<file path="config.mk">
export PLATFORM = sky130hd
export DESIGN_NAME = pipelined_word_reducer
export DESIGN_NICKNAME = d
export VERILOG_FILES = /design/src/rtl/pipelined_word_reducer.sv
export SDC_FILE = /design/constraint.sdc
export NUM_CORES = 2
export LEC_CHECK = 0
export CORE_ASPECT_RATIO = 0.5
export CORE_MARGIN = 4
export CORE_UTILIZATION = 49
export CTS_BUF_LIST = sky130_fd_sc_hd__clkbuf_2 sky130_fd_sc_hd__clkbuf_4 sky130_fd_sc_hd__clkbuf_8
export CTS_CLUSTER_SIZE = 14
export DETAILED_ROUTE_END_ITERATION = 6
export GPL_ROUTABILITY_DRIVEN = 0
export PLACE_DENSITY = 0.76
export RECOVER_POWER = 100
export SYNTH_ARGS = -nofsm -noshare
export SYNTH_HDL_FRONTEND = slang
export SYNTH_HIERARCHICAL = 1
export SYNTH_SLANG_ARGS = --single-unit
</file>
<file path="constraint.sdc">
create_clock -name clock -period 6.07 [get_ports clock]
set_input_delay 1.821 -clock clock [delete_from_list [all_inputs] [get_ports clock]]
set_output_delay 1.821 -clock clock [all_outputs]
set_load 0.03 [all_outputs]
</file>
<file path="src/rtl/pipelined_word_reducer.sv">
// Pipelined OR/AND/XOR reduction of WORD_COUNT words to one word, with per-word
// masking, identity padding to a power of two and a register every REG_STRIDE levels.
module prw_combine #(
  parameter int W = 36
) (
  input  logic [1:0]   op,
  input  logic [W-1:0] a,
  input  logic [W-1:0] b,
  output logic [W-1:0] y
);
  always_comb begin
    case (op)
      2'b01:   y = a & b;
      2'b10:   y = a ^ b;
      default: y = a | b;
    endcase
  end
endmodule

module pipelined_word_reducer #(
  parameter int WORD_WIDTH = 36,
  parameter int WORD_COUNT = 16,
  parameter int REG_STRIDE = 2
) (
  input  logic                             clock,
  input  logic                             reset,
  input  logic                             enable,
  input  logic                             in_valid,
  input  logic [1:0]                       in_op,
  input  logic [WORD_COUNT-1:0]            in_mask,
  input  logic [WORD_WIDTH*WORD_COUNT-1:0] in,
  output logic                             out_valid,
  output logic [WORD_WIDTH-1:0]            out,
  output logic                             out_zero
);
  localparam int LEVELS = (WORD_COUNT <= 1) ? 1 : $clog2(WORD_COUNT);
  localparam int LEAVES = 1 << LEVELS;
  localparam int NREG   = (LEVELS + REG_STRIDE - 1) / REG_STRIDE;

  logic [WORD_COUNT-1:0][WORD_WIDTH-1:0] s0_data;
  logic [WORD_COUNT-1:0]                 s0_mask;
  logic [NREG:0]                         vld_pipe;
  logic [NREG-1:0][1:0]                  op_pipe;
  logic [WORD_WIDTH-1:0]                 ident;

  // Valid and op travel as shift registers; op_pipe[r] is the op seen by the
  // tree levels that follow register r (register 0 is the input stage).
  always_ff @(posedge clock) begin
    if (reset) begin
      s0_data  <= '0;
      s0_mask  <= '0;
      vld_pipe <= '0;
      op_pipe  <= '0;
    end else if (enable) begin
      s0_data     <= in;
      s0_mask     <= in_mask;
      vld_pipe[0] <= in_valid;
      op_pipe[0]  <= (in_op == 2'b11) ? 2'b00 : in_op;
      for (int r = 1; r <= NREG; r++) vld_pipe[r] <= vld_pipe[r-1];
      for (int r = 1; r < NREG; r++)  op_pipe[r]  <= op_pipe[r-1];
    end
  end

  assign ident = (op_pipe[0] == 2'b01) ? '1 : '0;

  for (genvar k = 0; k <= LEVELS; k++) begin : g_lvl
    localparam int N = LEAVES >> k;
    logic [N-1:0][WORD_WIDTH-1:0] data;

    if (k == 0) begin : g_leaf
      for (genvar i = 0; i < N; i++) begin : g_word
        if (i < WORD_COUNT) begin : g_real
          assign data[i] = s0_mask[i] ? s0_data[i] : ident;
        end else begin : g_pad
          assign data[i] = ident;
        end
      end
    end else begin : g_tree
      localparam bit IS_REG = ((k % REG_STRIDE) == 0) || (k == LEVELS);
      logic [N-1:0][WORD_WIDTH-1:0] comb;

      for (genvar j = 0; j < N; j++) begin : g_node
        prw_combine #(.W(WORD_WIDTH)) u_comb (
          .op (op_pipe[(k-1)/REG_STRIDE]),
          .a  (g_lvl[k-1].data[2*j]),
          .b  (g_lvl[k-1].data[2*j+1]),
          .y  (comb[j])
        );
      end

      if (IS_REG) begin : g_reg
        always_ff @(posedge clock) begin
          if (reset)       data <= '0;
          else if (enable) data <= comb;
        end
      end else begin : g_wire
        assign data = comb;
      end
    end
  end

  // Data in bubbles is don't-care inside the tree, so the output is gated.
  assign out_valid = vld_pipe[NREG];
  assign out       = out_valid ? g_lvl[LEVELS].data[0] : '0;
  assign out_zero  = out_valid & ~|out;
endmodule

</file>
==> results.md <==
Outcome:
- The flow ran to the end, but the final reports show violations.
- The final reports fail on max-capacitance violations, max-slew violations.

Placed design:
- After detailed placement, the design holds a cell count of 8692.
- In this run the tool buffered the top-level ports with 635 buffer cells.
- The detailed placement HPWL is 131000 um.

Floorplan:
- The floorplan has 92 rows.
- In this run the horizontal extent of the chip is 515 um.
- The core region is 127000 um^2.
- The die area is 135000 um^2.
- Once the floorplan was initialized, standard cells occupied 49.6% of the core.
- For this design the top-level I/O count stands at 636.
- The die is 261 um tall.

Routing:
- The vias after detailed routing is 49262.
- The number of remaining DRC errors is 0.
- The initial DRC count is 3776.
- The first detailed-routing pass ran for 6 iterations.
- The aggregate routed wire length is 182000 um.
- The average wire per cell in the routed design is 20.4 um.
- After detailed routing, the number of vias per cell comes to 5.52.
- Once detail routing completed, the nets flagged for antenna violations numbered 0.

Yosys:
- The count of warnings emitted by yosys is 6.
- The number of standard cells after synthesis is 6814.
- A synthesized cell averages 9.23 um^2.
- The number of unique standard cell types used by synthesis is 26.
- The flip-flop and latch count after synthesis is 779.
- The synthesized netlist occupies a cell area of 62900 um^2.
- The share of the Yosys chip area taken by registers is 24.8%.
- The post-synth net total is 8522.

STA:
- After layout, the worst path uses 88.7% of the clock period.
- Based on the critical path, the design can be clocked at up to 186 MHz.
- The number of failing hold endpoints at the final stage is 0.
- Setup repair after global routing left no endpoint under its margin.
- The final clock skew is 55.3 ps.
- The max-slew violation count is 303.
- At the pin with the least slew margin, the transition time is 3100 ps.
- Measured against its own limit, the worst slew margin works out to -107%.
- The final-report setup violation count is 0.
- Setup total negative slack on the finished layout was measured at 0 ps.
- The time the final worst path needs with I/O delays and setup is 5380 ps.

Pwr:
- Across the VDD grid, the largest voltage drop is 0.164 mV.
- The analysis attributes to cell leakage a power of 38.4 nW.
- The power density over the cells is 217 nW/um^2.

Clocking:
- The H-tree depth is 3.
- The clock-pin slew of the registers on the worst-case setup and hold paths is 70 ps.
- The number of sinks on the clock net is 779.
- The longest clock path from root to sink contains 3 buffers.
- Once the clock tree was built, the setup fixing pass inserted 0 buffers.
- At the later pin of the worst-skew pair, clock insertion delay measures 870 ps.
- Once the clock tree was built, the resizer swapped 0 gates to a different size.
- Counting the buffers created by CTS gives 118.
- The buffer cell driving the clock tree root is clkbuf_8.
- Buffers inserted to repair hold after CTS numbered 0.
- TritonCTS built the clock tree.

Setup path:
- Tracing the worst setup path back leads to its startpoint at vld_pipe[2].
- The kind of cell with the highest combined delay on the critical path is buffers and inverters.
- The element type at the critical path end is an output pin.
- For the worst flop-to-flop path, the logic depth is 13.
- The critical path is of the reg2out type.
- The cell with the largest stage delay on the worst path is clkbuf_1.
- The setup check on the worst reg-to-reg path leaves a slack of 800 ps.
- The required time at the worst-slack endpoint is 4250 ps.
- The number of stages on the worst setup path is 3.
- The kind of launch point of the worst setup path is a register.
- The total buffers and inverters traversed by the critical path is 2.
- In this run the worst path has a maximum fanout of 39.
- Data arrives at the worst endpoint at 3560 ps.
- Walking the worst path, the cells encountered are clkbuf_1 -> a211oi_1 -> dlygate4sd3_1.
- The startpoint of the most critical register-to-register path is op_pipe[1].
- The largest stage delay on the critical path is 1080 ps.

Hold path:
- The startpoint identified for the worst hold timing path is s0_data[441].
- The worst hold path was traced through 2 stages.
- The class of the most critical hold timing path is reg2reg.

Global route:
- The first-pass GRT wire length is 276000 um.
- Global routing used 25.9% of the available tracks across all layers.
- The maximum number of pins on one net before global-route repair is 126.
- The initial antenna violation count is 19.
- The met3 usage in global routing is 5.15%.
- The number of global-route vias before repair is 47581.
- met2 is the most crowded layer.
- The met1 track utilization from global routing is 35.2%.
- The total grt overflow is 0.
- For met2 alone, demand over resource in global routing was 40.9%.

Layout:
- Of the cells placed in the final design, the portion with a size suffix greater than 1 is 9.71%.
- In the layout the commonest cells are inv_1 (1110), ha_1 (1083), nor2_1 (778), dfxtp_1 (778), mux2i_1 (777).
- Leaving out fill and tap cells, the most frequent cell in the layout is inv_1.
- The signed area change from the synthesized netlist to the final layout is 13.0%.
- In the final design database the tool counted 8828 nets.
- For this run, the number of standard cells in the final layout without fillers is 8918.

Flow run:
- The count of maximum capacitance violations is 9.
## report_power, final
group | internal, W | leakage (nW) | switching [W]
Clock | 0.00299 | 1.50 | 0.00236
Combinational | 0.00182 | 30.4 | 0.00239
Sequential | 0.00550 | 6.43 | 0.000392
## sequential cells by signal (all words and copies together), names as in the netlist
register / flops
g_lvl.data: 180
op_pipe: 4
s0_data: 576
s0_mask: 16
vld_pipe: 3
## cell type report
class                   instances  area, um^2
diodes                          7        17.5
clock buffers                 183        2310
clock inverters                36         563
fillers                     11087       55700
inverters                    1110        4170
multi-input cells            4393       39300
flip-flops and latches        779       15600
well taps                    1692        2120
repair buffers                718        7050
## per-layer routing
| metal | part of all wire, % | wire length (um) |
|---|---|---|
| met5 | 0.069 | 126 |
| met2 | 45 | 81200 |
| met3 | 6.7 | 12200 |
| met4 | 3.7 | 6680 |
| met1 | 45 | 81600 |
## cells by family after synthesis
| logic type | Yosys count | share of synthesized area, % |
|---|---|---|
| buffers and inverters | 1642 | 12.8 |
| muxes | 777 | 12.4 |
| adders and majority gates | 1110 | 22.1 |
| AOI/OAI and AO/OA | 1659 | 22.4 |
| and+or+nand+nor | 847 | 5.55 |
| DFF | 779 | 24.8 |
## synth_stat cells (all sizes together)
master / instances / area [um^2]
nor4: 7 / 43.8
nor3: 1 / 5.00
nand4: 1 / 6.26
nor4b: 1 / 8.76
a221oi: 540 / 7080
a21oi: 542 / 2710
mux2i: 777 / 7780
dfxtp: 779 / 15600
nand2b: 3 / 18.8
nand3b: 2 / 15.0
clkbuf: 162 / 608
ha: 1110 / 13900
nor2: 794 / 3160
nand3: 2 / 10.0
a211oi: 1 / 7.51
a21o: 576 / 4320
and2: 36 / 225
buf: 370 / 3270
inv: 1110 / 4170
## tightest hold or removal path, stage by stage, from the launching register on
cell	delay, ps
dfxtp_1	330
mux2i_1	70
nor2_1	70
## through the flow
step / total power (W) / hold WS (ps) / utilization [%] / area (um^2) / setup WS (ps)
finish: 0.0154 / 498 / 56.1 / 71100 / 687
global route: 0.0163 / 517 / 56.1 / 71100 / 522
CTS: 0.0155 / 501 / 56.2 / 71300 / 939
detailed placement: 0.0101 / 483 / 54.0 / 68400 / 1890
global placement: 0.00995 / 472 / 54.0 / 68400 / 1880
floorplan: 0.00875 / 460 / - / 62900 / 2620
## final timing paths
| check | to |
|---|---|
| max | out_zero |
| min | s0_data[441] |
| max reg2reg | g_lvl[2].data[128] |
| min reg2reg | s0_data[441] |
Power figures use the tool's default switching activity.
